<file path="config.mk">
export PLATFORM = sky130hd
export DESIGN_NAME = snn_timestep_sched
export DESIGN_NICKNAME = d
export VERILOG_FILES = /design/src/rtl/snn_timestep_sched.sv
export SDC_FILE = /design/constraint.sdc
export NUM_CORES = 1
export LEC_CHECK = 0
export CAP_MARGIN = 20
export CORE_UTILIZATION = 60
export CTS_CLUSTER_DIAMETER = 200
export DETAILED_ROUTE_END_ITERATION = 8
export PLACE_DENSITY = 0.82
export RECOVER_POWER = 25
export SLEW_MARGIN = 0
export SYNTH_ARGS = -nofsm -noshare
export SYNTH_HDL_FRONTEND = slang
export SYNTH_SLANG_ARGS = --single-unit
</file>
<file path="constraint.sdc">
create_clock -name clk -period 3.85 [get_ports clk]
set_input_delay 1.155 -clock clk [delete_from_list [all_inputs] [get_ports clk]]
set_output_delay 1.155 -clock clk [all_outputs]
set_load 0.03 [all_outputs]
</file>
<file path="src/rtl/snn_timestep_sched.sv">
// Run-level scheduler: sequences N sweeps of the neuron core and captures
// timestep-tagged spike events into a first-word-fall-through FIFO.
//
// state       | meaning
// S_IDLE      | waiting for a run request
// S_LAUNCH    | start pulse to the sweep controller
// S_WAIT_CORE | sweep in progress, capturing spikes
// S_TS_END    | publish timestep spike count, advance timestep
// S_FINISH    | run-complete pulse
module snn_timestep_sched #(
    parameter int ADDR_WIDTH = 14,
    parameter int TS_WIDTH   = 8,
    parameter int CNT_WIDTH  = 14,
    parameter int FIFO_AW    = 4
) (
    input  logic                  clk,
    input  logic                  rst,
    input  logic                  i_run_start,
    input  logic [TS_WIDTH-1:0]   i_num_timesteps,
    input  logic                  i_abort,
    output logic                  o_core_start,
    input  logic                  i_core_done,
    input  logic                  i_spike_valid,
    input  logic [ADDR_WIDTH-1:0] i_spike_addr,
    output logic                  o_evt_valid,
    output logic [ADDR_WIDTH-1:0] o_evt_addr,
    output logic [TS_WIDTH-1:0]   o_evt_ts,
    input  logic                  i_evt_ready,
    output logic [TS_WIDTH-1:0]   o_cur_ts,
    output logic [CNT_WIDTH-1:0]  o_ts_spike_count,
    output logic                  o_busy,
    output logic                  o_run_done,
    output logic                  o_overflow
);

    typedef enum logic [2:0] {
        S_IDLE,
        S_LAUNCH,
        S_WAIT_CORE,
        S_TS_END,
        S_FINISH
    } state_t;

    localparam int DEPTH = 1 << FIFO_AW;
    localparam int EW    = TS_WIDTH + ADDR_WIDTH;
    localparam logic [CNT_WIDTH-1:0] CNT_MAX = '1;

    state_t                state_q, state_d;
    logic [TS_WIDTH-1:0]   num_q, num_d;
    logic [TS_WIDTH-1:0]   cur_ts_q, cur_ts_d;
    logic [CNT_WIDTH-1:0]  cnt_q, cnt_d;
    logic [CNT_WIDTH-1:0]  ts_cnt_q, ts_cnt_d;
    logic                  ovf_q, ovf_d;
    logic [FIFO_AW:0]      wr_ptr_q, wr_ptr_d;
    logic [FIFO_AW:0]      rd_ptr_q, rd_ptr_d;
    logic [EW-1:0]         mem_q [DEPTH];

    logic                  busy, empty, full, pop, accept, push;
    logic [CNT_WIDTH-1:0]  cnt_inc;

    assign busy    = (state_q != S_IDLE);
    assign empty   = (wr_ptr_q == rd_ptr_q);
    assign full    = (wr_ptr_q[FIFO_AW] != rd_ptr_q[FIFO_AW]) &&
                     (wr_ptr_q[FIFO_AW-1:0] == rd_ptr_q[FIFO_AW-1:0]);
    assign pop     = !empty && i_evt_ready;
    // An abort flushes the FIFO this cycle, so a coincident spike is discarded.
    assign accept  = i_spike_valid && busy && !i_abort;
    assign push    = accept && (!full || pop);
    assign cnt_inc = (accept && (cnt_q != CNT_MAX)) ? cnt_q + 1'b1 : cnt_q;

    always_comb begin
        state_d  = state_q;
        num_d    = num_q;
        cur_ts_d = cur_ts_q;
        cnt_d    = cnt_inc;
        ts_cnt_d = ts_cnt_q;
        ovf_d    = ovf_q || (accept && full && !pop);
        wr_ptr_d = push ? wr_ptr_q + 1'b1 : wr_ptr_q;
        rd_ptr_d = pop  ? rd_ptr_q + 1'b1 : rd_ptr_q;

        if (i_abort) begin
            state_d  = S_IDLE;
            wr_ptr_d = '0;
            rd_ptr_d = '0;
        end else begin
            case (state_q)
                S_IDLE: begin
                    if (i_run_start) begin
                        num_d    = i_num_timesteps;
                        cur_ts_d = '0;
                        cnt_d    = '0;
                        ovf_d    = 1'b0;
                        state_d  = (i_num_timesteps == '0) ? S_FINISH : S_LAUNCH;
                    end
                end
                S_LAUNCH:    state_d = S_WAIT_CORE;
                S_WAIT_CORE: if (i_core_done) state_d = S_TS_END;
                S_TS_END: begin
                    ts_cnt_d = cnt_inc;
                    cnt_d    = '0;
                    if (cur_ts_q == num_q - 1'b1) begin
                        state_d = S_FINISH;
                    end else begin
                        cur_ts_d = cur_ts_q + 1'b1;
                        state_d  = S_LAUNCH;
                    end
                end
                S_FINISH:    state_d = S_IDLE;
                default:     state_d = S_IDLE;
            endcase
        end
    end

    always_ff @(posedge clk or posedge rst) begin
        if (rst) begin
            state_q  <= S_IDLE;
            num_q    <= '0;
            cur_ts_q <= '0;
            cnt_q    <= '0;
            ts_cnt_q <= '0;
            ovf_q    <= 1'b0;
            wr_ptr_q <= '0;
            rd_ptr_q <= '0;
        end else begin
            state_q  <= state_d;
            num_q    <= num_d;
            cur_ts_q <= cur_ts_d;
            cnt_q    <= cnt_d;
            ts_cnt_q <= ts_cnt_d;
            ovf_q    <= ovf_d;
            wr_ptr_q <= wr_ptr_d;
            rd_ptr_q <= rd_ptr_d;
        end
    end

    // Storage needs no reset: the head is masked whenever the FIFO is empty.
    always_ff @(posedge clk) begin
        if (push) begin
            mem_q[wr_ptr_q[FIFO_AW-1:0]] <= {cur_ts_q, i_spike_addr};
        end
    end

    assign o_evt_valid              = !empty;
    assign {o_evt_ts, o_evt_addr}   = empty ? '0 : mem_q[rd_ptr_q[FIFO_AW-1:0]];
    assign o_core_start             = (state_q == S_LAUNCH);
    assign o_run_done               = (state_q == S_FINISH);
    assign o_busy                   = busy;
    assign o_cur_ts                 = cur_ts_q;
    assign o_ts_spike_count         = ts_cnt_q;
    assign o_overflow               = ovf_q;

endmodule

</file>
Yosys cells after proc, flatten, opt, wreduce, memory -nomap -nowiden
Memories as Yosys holds them, arrays and structs flattened.
Cells that the tools add are included.
W data, S select, Z words.
{"block": "word_totals", "regBits": 58, "mem_bits_rw": 352, "inputBits": 29, "out_inout_bits": 49, "word_cells": 75, "memories": 1}
{"name": "mem_q", "depth": 16, "word_bits": 22, "read_ports": 1, "rd_ports_with_merged_regs": 0, "write_ports": 1, "line_no": "56", "source": "logic [EW-1:0] mem_q [DEPTH];"}
{"block": "classes", "addsub": 5, "n_eq_ne": 13, "mux": 23, "n_bitwise": 1, "reduce_logical": 24}
{"operator": "$mux W14", "n": 3}
{"operator": "$pmux W14 S2", "n": 1}
{"operator": "$mux W22", "n": 1}
{"operator": "$mux W5", "n": 4}
{"operator": "$mux W8", "n": 2}
{"operator": "$pmux W8 S2", "n": 1}
{"operator": "$mux W3", "n": 5}
{"operator": "$add A14 B1 Y14 const B", "n": 1}
{"operator": "$ne A14 B14 Y1 const B", "n": 1}
{"operator": "$pmux W3 S4", "n": 1}
{"operator": "$add A5 B1 Y5 const B", "n": 2}
{"operator": "$add A8 B1 Y8 const B", "n": 1}
{"operator": "$eq A8 B8 Y1", "n": 1}
{"operator": "$logic_and A1 B1 Y1", "n": 8}
{"operator": "$logic_not A8 Y1", "n": 1}
{"operator": "$sub A8 B1 Y8 const B", "n": 1}
{"operator": "$eq A3 B2 Y1 const B", "n": 2}
{"operator": "$ne A3 B3 Y1 const B", "n": 2}
{"operator": "$reduce_bool A2 Y1", "n": 3}
{"operator": "$eq A5 B5 Y1", "n": 1}
{"operator": "$mux W1", "n": 5}
{"operator": "$eq A4 B4 Y1", "n": 1}
{"operator": "$logic_not A1 Y1", "n": 4}
{"operator": "$ne A2 B2 Y1 const B", "n": 2}
{"operator": "other kinds (10)", "n": 12}

Longest topological paths before layout
{"block": "logic_depth", "ltp_word": 9, "mapped_depth": 8, "mapped_depth_nobuf": 8}

Worst setup path before layout
OpenSTA, ideal clock, no wires.
{"block": "synth_path", "path_kind": "input port to flip-flop", "start": "input i_abort", "end": "memory mem_q[3][0] (netlist name), enable pin", "setup_time_ps": 429, "t_arrival_ps": 3693, "required_ps": 3421, "setup_slack_ps": -272, "stages": 5, "n_path_buf": 0, "cell_sequence": "nand2b_1 nor2_1 a21boi_1 nand2_1 nor3_1"}
{"block": "synth_between", "elab_chain_cells": 5}
{"item": "start: declaration", "line_no": "20", "source": "input logic i_abort,"}
{"item": "$logic_not A1 Y1", "line_no": "67", "source": "assign accept = i_spike_valid && busy && !i_abort;"}
{"item": "$logic_and A1 B1 Y1", "line_no": "67"}
{"item": "$logic_and A1 B1 Y1", "line_no": "68", "source": "assign push = accept && (!full || pop);"}
{"item": "$mux W1", "line_no": "138", "source": "if (push) begin"}
{"item": "$mux W1 (implied by the code)", "line_no": "139", "source": "mem_q[wr_ptr_q[FIFO_AW-1:0]] <= {cur_ts_q, i_spike_addr};"}
{"item": "end: declaration", "line_no": "56"}
No other way between the ends.

Worst setup path after layout
{"block": "layout_path", "start": "register rd_ptr_q[0]", "end": "output o_evt_ts[4]"}
{"block": "layout_between", "elab_chain_cells": 2, "elab_cells_between_ends": 3, "classes_between": "eq/ne: 1; mux: 1; memory: 1"}
{"item": "start: declaration", "line_no": "55", "source": "logic [FIFO_AW:0] rd_ptr_q, rd_ptr_d;"}
{"item": "start signal: assignment", "line_no": "132", "source": "rd_ptr_q <= rd_ptr_d;"}
{"item": "$mem_v2 Z16 W22 or $eq A5 B5 Y1 (tied branches)"}
{"item": "$mux W22 (*)", "line_no": "144", "source": "assign {o_evt_ts, o_evt_addr} = empty ? '0 : mem_q[rd_ptr_q[FIFO_AW-1:0]];"}
{"item": "end: declaration", "line_no": "27", "source": "output logic [TS_WIDTH-1:0] o_evt_ts,"}
Every way passes the cells marked *; elsewhere a longest branch is shown, timed or not.

==> impl_metrics.yaml <==
outcome:
  outcome: "complete, but fails checks"
  violations: "max-capacitance violations, max-slew violations, negative setup slack"
clock_network:
  clk_latency_ns: 0.54
  clock_path_buffers: 3
  cts_sinks: 410
  cts-root-buf: "clkbuf_16"
  htree_num_levels: 2
  tritoncts: "yes"
  numCtsBuffers: 41
  path_clk_slew_ns: 0.06
die:
  die_h_microns: 167.3
  rows: 60
  start_util_pct: 61.01
  die_w_microns: 167.3
  dieArea_sq_mm: 0.02800
  io_pins: 78
  core_area_sq_mm: 0.02688
power:
  swShare_pct: 24.31
  p_comb_share_pct: 18.8
  p_per_area_mw_per_mm2: 555.4
  p_int_w: 0.008402
  p_clk_share_pct: 36.5
  leakagePower_nw: 6.772
  power_switching_w: 0.002699
  peakVddDrop_mv: 0.3744
  pwr-share-seq_pct: 44.7
setup_path:
  critPathMaxFanout: 8
  cp-start-kind: "register"
  worstSetupPathType: "reg2out"
  crit_required_ns: 2.69
  endpoint_kind: "output pin"
  crit_arrival_ns: 2.74
sta:
  rsz0062_at_grt: "yes"
  setup_tns_ns: -0.1747
  period_minus_slack_ns: 3.897
  hold_ws_ns: 0.4922
  clock_skew_ns: 0.02860
  slew-limit-headroom_pct: -23.89
  hold_violations: 0
  worst_slew_pin_slew_ns: 1.858
  max_freq_ghz: 0.2566
  worst_slack_ns: -0.04742
  finalSetupViolCount: 7
  fin_crit_sh_pct: 101.2
  slew_viol_final: 37
layout:
  fin_util_pct: 74.37
  antenna_cells: 0
  syn2layout_area_growth_pct: 21.89
  layout-drive-gt1-share_pct: 30.25
  fill_cells: 1490
  nets: 1054
yosys:
  synth_cell_type_count: 47
  netlist_area_sq_mm: 0.01640
  async_flop_share_pct: 14.15
  ys.flop_type: "edfxtp_1"
  synth_cells: 855
  yosysTopAreaCell: "edfxtp_1"
  yosys.area.top_type_share_pct: 64.46
  synth-edff-count: 352
  yosys-top-cells-area: "edfxtp_1, mux4_2, dfrtp_1"
  synth-seq-cells: 410
  yosys_warnings: 0
  syn_nets: 892
  yosysSeqAreaShare_pct: 73.31
  synth_area_per_cell_sq_um: 19.18
hold_path:
  hold_path.class: "reg2reg"
routing:
  detail-route-antenna-nets: 0
  drc: 0
  wl_mm: 38.82
  vias: 8920
  dr.pass1.iters: 5
  drt_iter0_drc: 1033
  viasPerCell: 6.422
  routedWlPerCell_microns: 27.95
placed_design:
  dp_hpwl_mm: 19.60
  finalWeightedCongestion: 0.7582
  portBuffers: 77
global_route:
  grt_max_degree: 65
  grt_pass1_vias: 9090
  grt_overflow_total: 0
  grt_pass1_wl_mm: 56.84
  grt_antenna_before_repair: 0
  grt_util_all_layers_pct: 28.38
job:
  cap_viol_max_count: 1
==> per-layer routing <==
metal / part of all wire (%) / wire length (microns) / GRT usage (%) / up-vias
met5: 0 / 0 / 0 / -
met4: 3.5 / 1342 / 11.41 / 0
met3: 8.6 / 3338 / 4.774 / 95
met2: 51 / 19760 / 47.84 / 526
met1: 37 / 14380 / 37.32 / 4548
li1: - / - / - / 3751
==> stage by stage <==
| stage | cells | area, sq um | power (W) | setup WS, ns |
|---|---|---|---|---|
| finish | 1389 | 19990 | 0.01110 | -0.04742 |
| global route | 1389 | 19990 | 0.01139 | -0.08234 |
| CTS | 1379 | 19840 | 0.01098 | -0.09209 |
| detailed placement | 1284 | 18080 | 0.006672 | 0.1235 |
| global placement | 1284 | 18080 | 0.006632 | 0.1544 |
| floorplan | 855 | 16420 | 0.006105 | 0.2703 |
==> power by group through the flow <==
stage | combinational (W) | sequential, W | clock (W)
2_1_floorplan | 0.00105 | 0.00505 | 0
3_3_place_gp | 0.00158 | 0.00505 | 0
3_5_place_dp | 0.00161 | 0.00506 | 0
4_1_cts | 0.00197 | 0.00496 | 0.00405
5_1_grt | 0.00220 | 0.00497 | 0.00423
6_report | 0.00209 | 0.00496 | 0.00405
==> worst paths after layout <==
kind	from	end	slack (ns)	cells past startpoint
max	rd_ptr_q[0]	o_evt_ts[4]	-0.05	7
min	o_ts_spike_count[13]	o_ts_spike_count[13]	0.49	2
max reg2reg	rd_ptr_q[0]	mem_q[11][16]	1.01	11
min reg2reg	o_ts_spike_count[13]	o_ts_spike_count[13]	0.49	2
max in group asynchronous	rst	o_ts_spike_count[5]	0.82	3
min in group asynchronous	rst	num_q[2]	1.00	2
==> layout make-up <==
cell class	count	area (sq um)	share of cell area (%)
clock buffers	54	1126	5.634
inverters	7	26.28	0.1315
clock inverters	20	235.2	1.177
well taps	341	426.7	2.135
multi-input cells	399	4327	21.65
flip-flops and latches	410	12030	60.19
repair buffers	158	1817	9.089
==> kinds of logic after synthesis <==
kind of cell,count (synthesis),share of synthesized area (%)
muxes,116,15.55
AOI/OAI and AO/OA,46,1.648
DFF,410,73.31
adders and majority gates,8,0.6104
xor gates and xnor gates,32,1.816
and+or+nand+nor,197,6.005
buffers and inverters,46,1.061
==> sequential cells by signal, indices dropped and copies added, names as in the netlist <==
register and flops:
o_overflow 1, num_q 8, o_cur_ts 8, state_q 3, o_ts_spike_count 14, rd_ptr_q 5
mem_q 352, cnt_q 14, wr_ptr_q 5
==> repair_timing <==
action                                  in CTS  in global routing
cloned                                       4                  3
gates resized for setup                    144                 21
pin swaps                                    8                  0
buffers inserted                            17                  9
hold buffers                                 0                  0
endpoints found under the setup margin      21                 21
==> Yosys cell counts, drive strengths merged (4+ instances only) <==
cell type and count:
a21oi 10, and2 25, and3 6, buf 11, clkbuf 28, dfrtp 58
edfxtp 352, ha 8, inv 7, mux2 4, mux4 110, nand2 59
nand2b 4, nand3 11, nand4 9, nor2 48, nor3 13, o21ai 21
o31ai 5, or3 7, xnor2 14, xor2 17
==> placed cells by master, fill, tap and decap left out, drive strengths merged, types with 3 or more instances in the layout <==
master,n
or3,7
edfxtp,352
buf,95
clkinv,12
nand2,59
bufinv,5
nand2b,4
dlygate4sd3,3
clkdlybuf4s50,51
nor2,48
xnor2,14
mux2,4
dfrtp,58
nor4,3
and2,25
xor2,17
ha,8
nand4,9
o31ai,5
clkbuf,62
clkinvlp,3
inv,7
nor3,13
nand3,11
and3,6
o21ai,21
a21oi,10
mux4,110
==> worst max-delay path, cell delays in order, from the launching register on <==
cell and delay (ns):
dfrtp_4 0.50, buf_8 0.16, buf_12 0.15, buf_4 0.13, mux4_2 0.42, mux4_2 0.50, and2_4 0.20, buf_6 0.14
No activity file was read; power rests on OpenSTA's default activity.
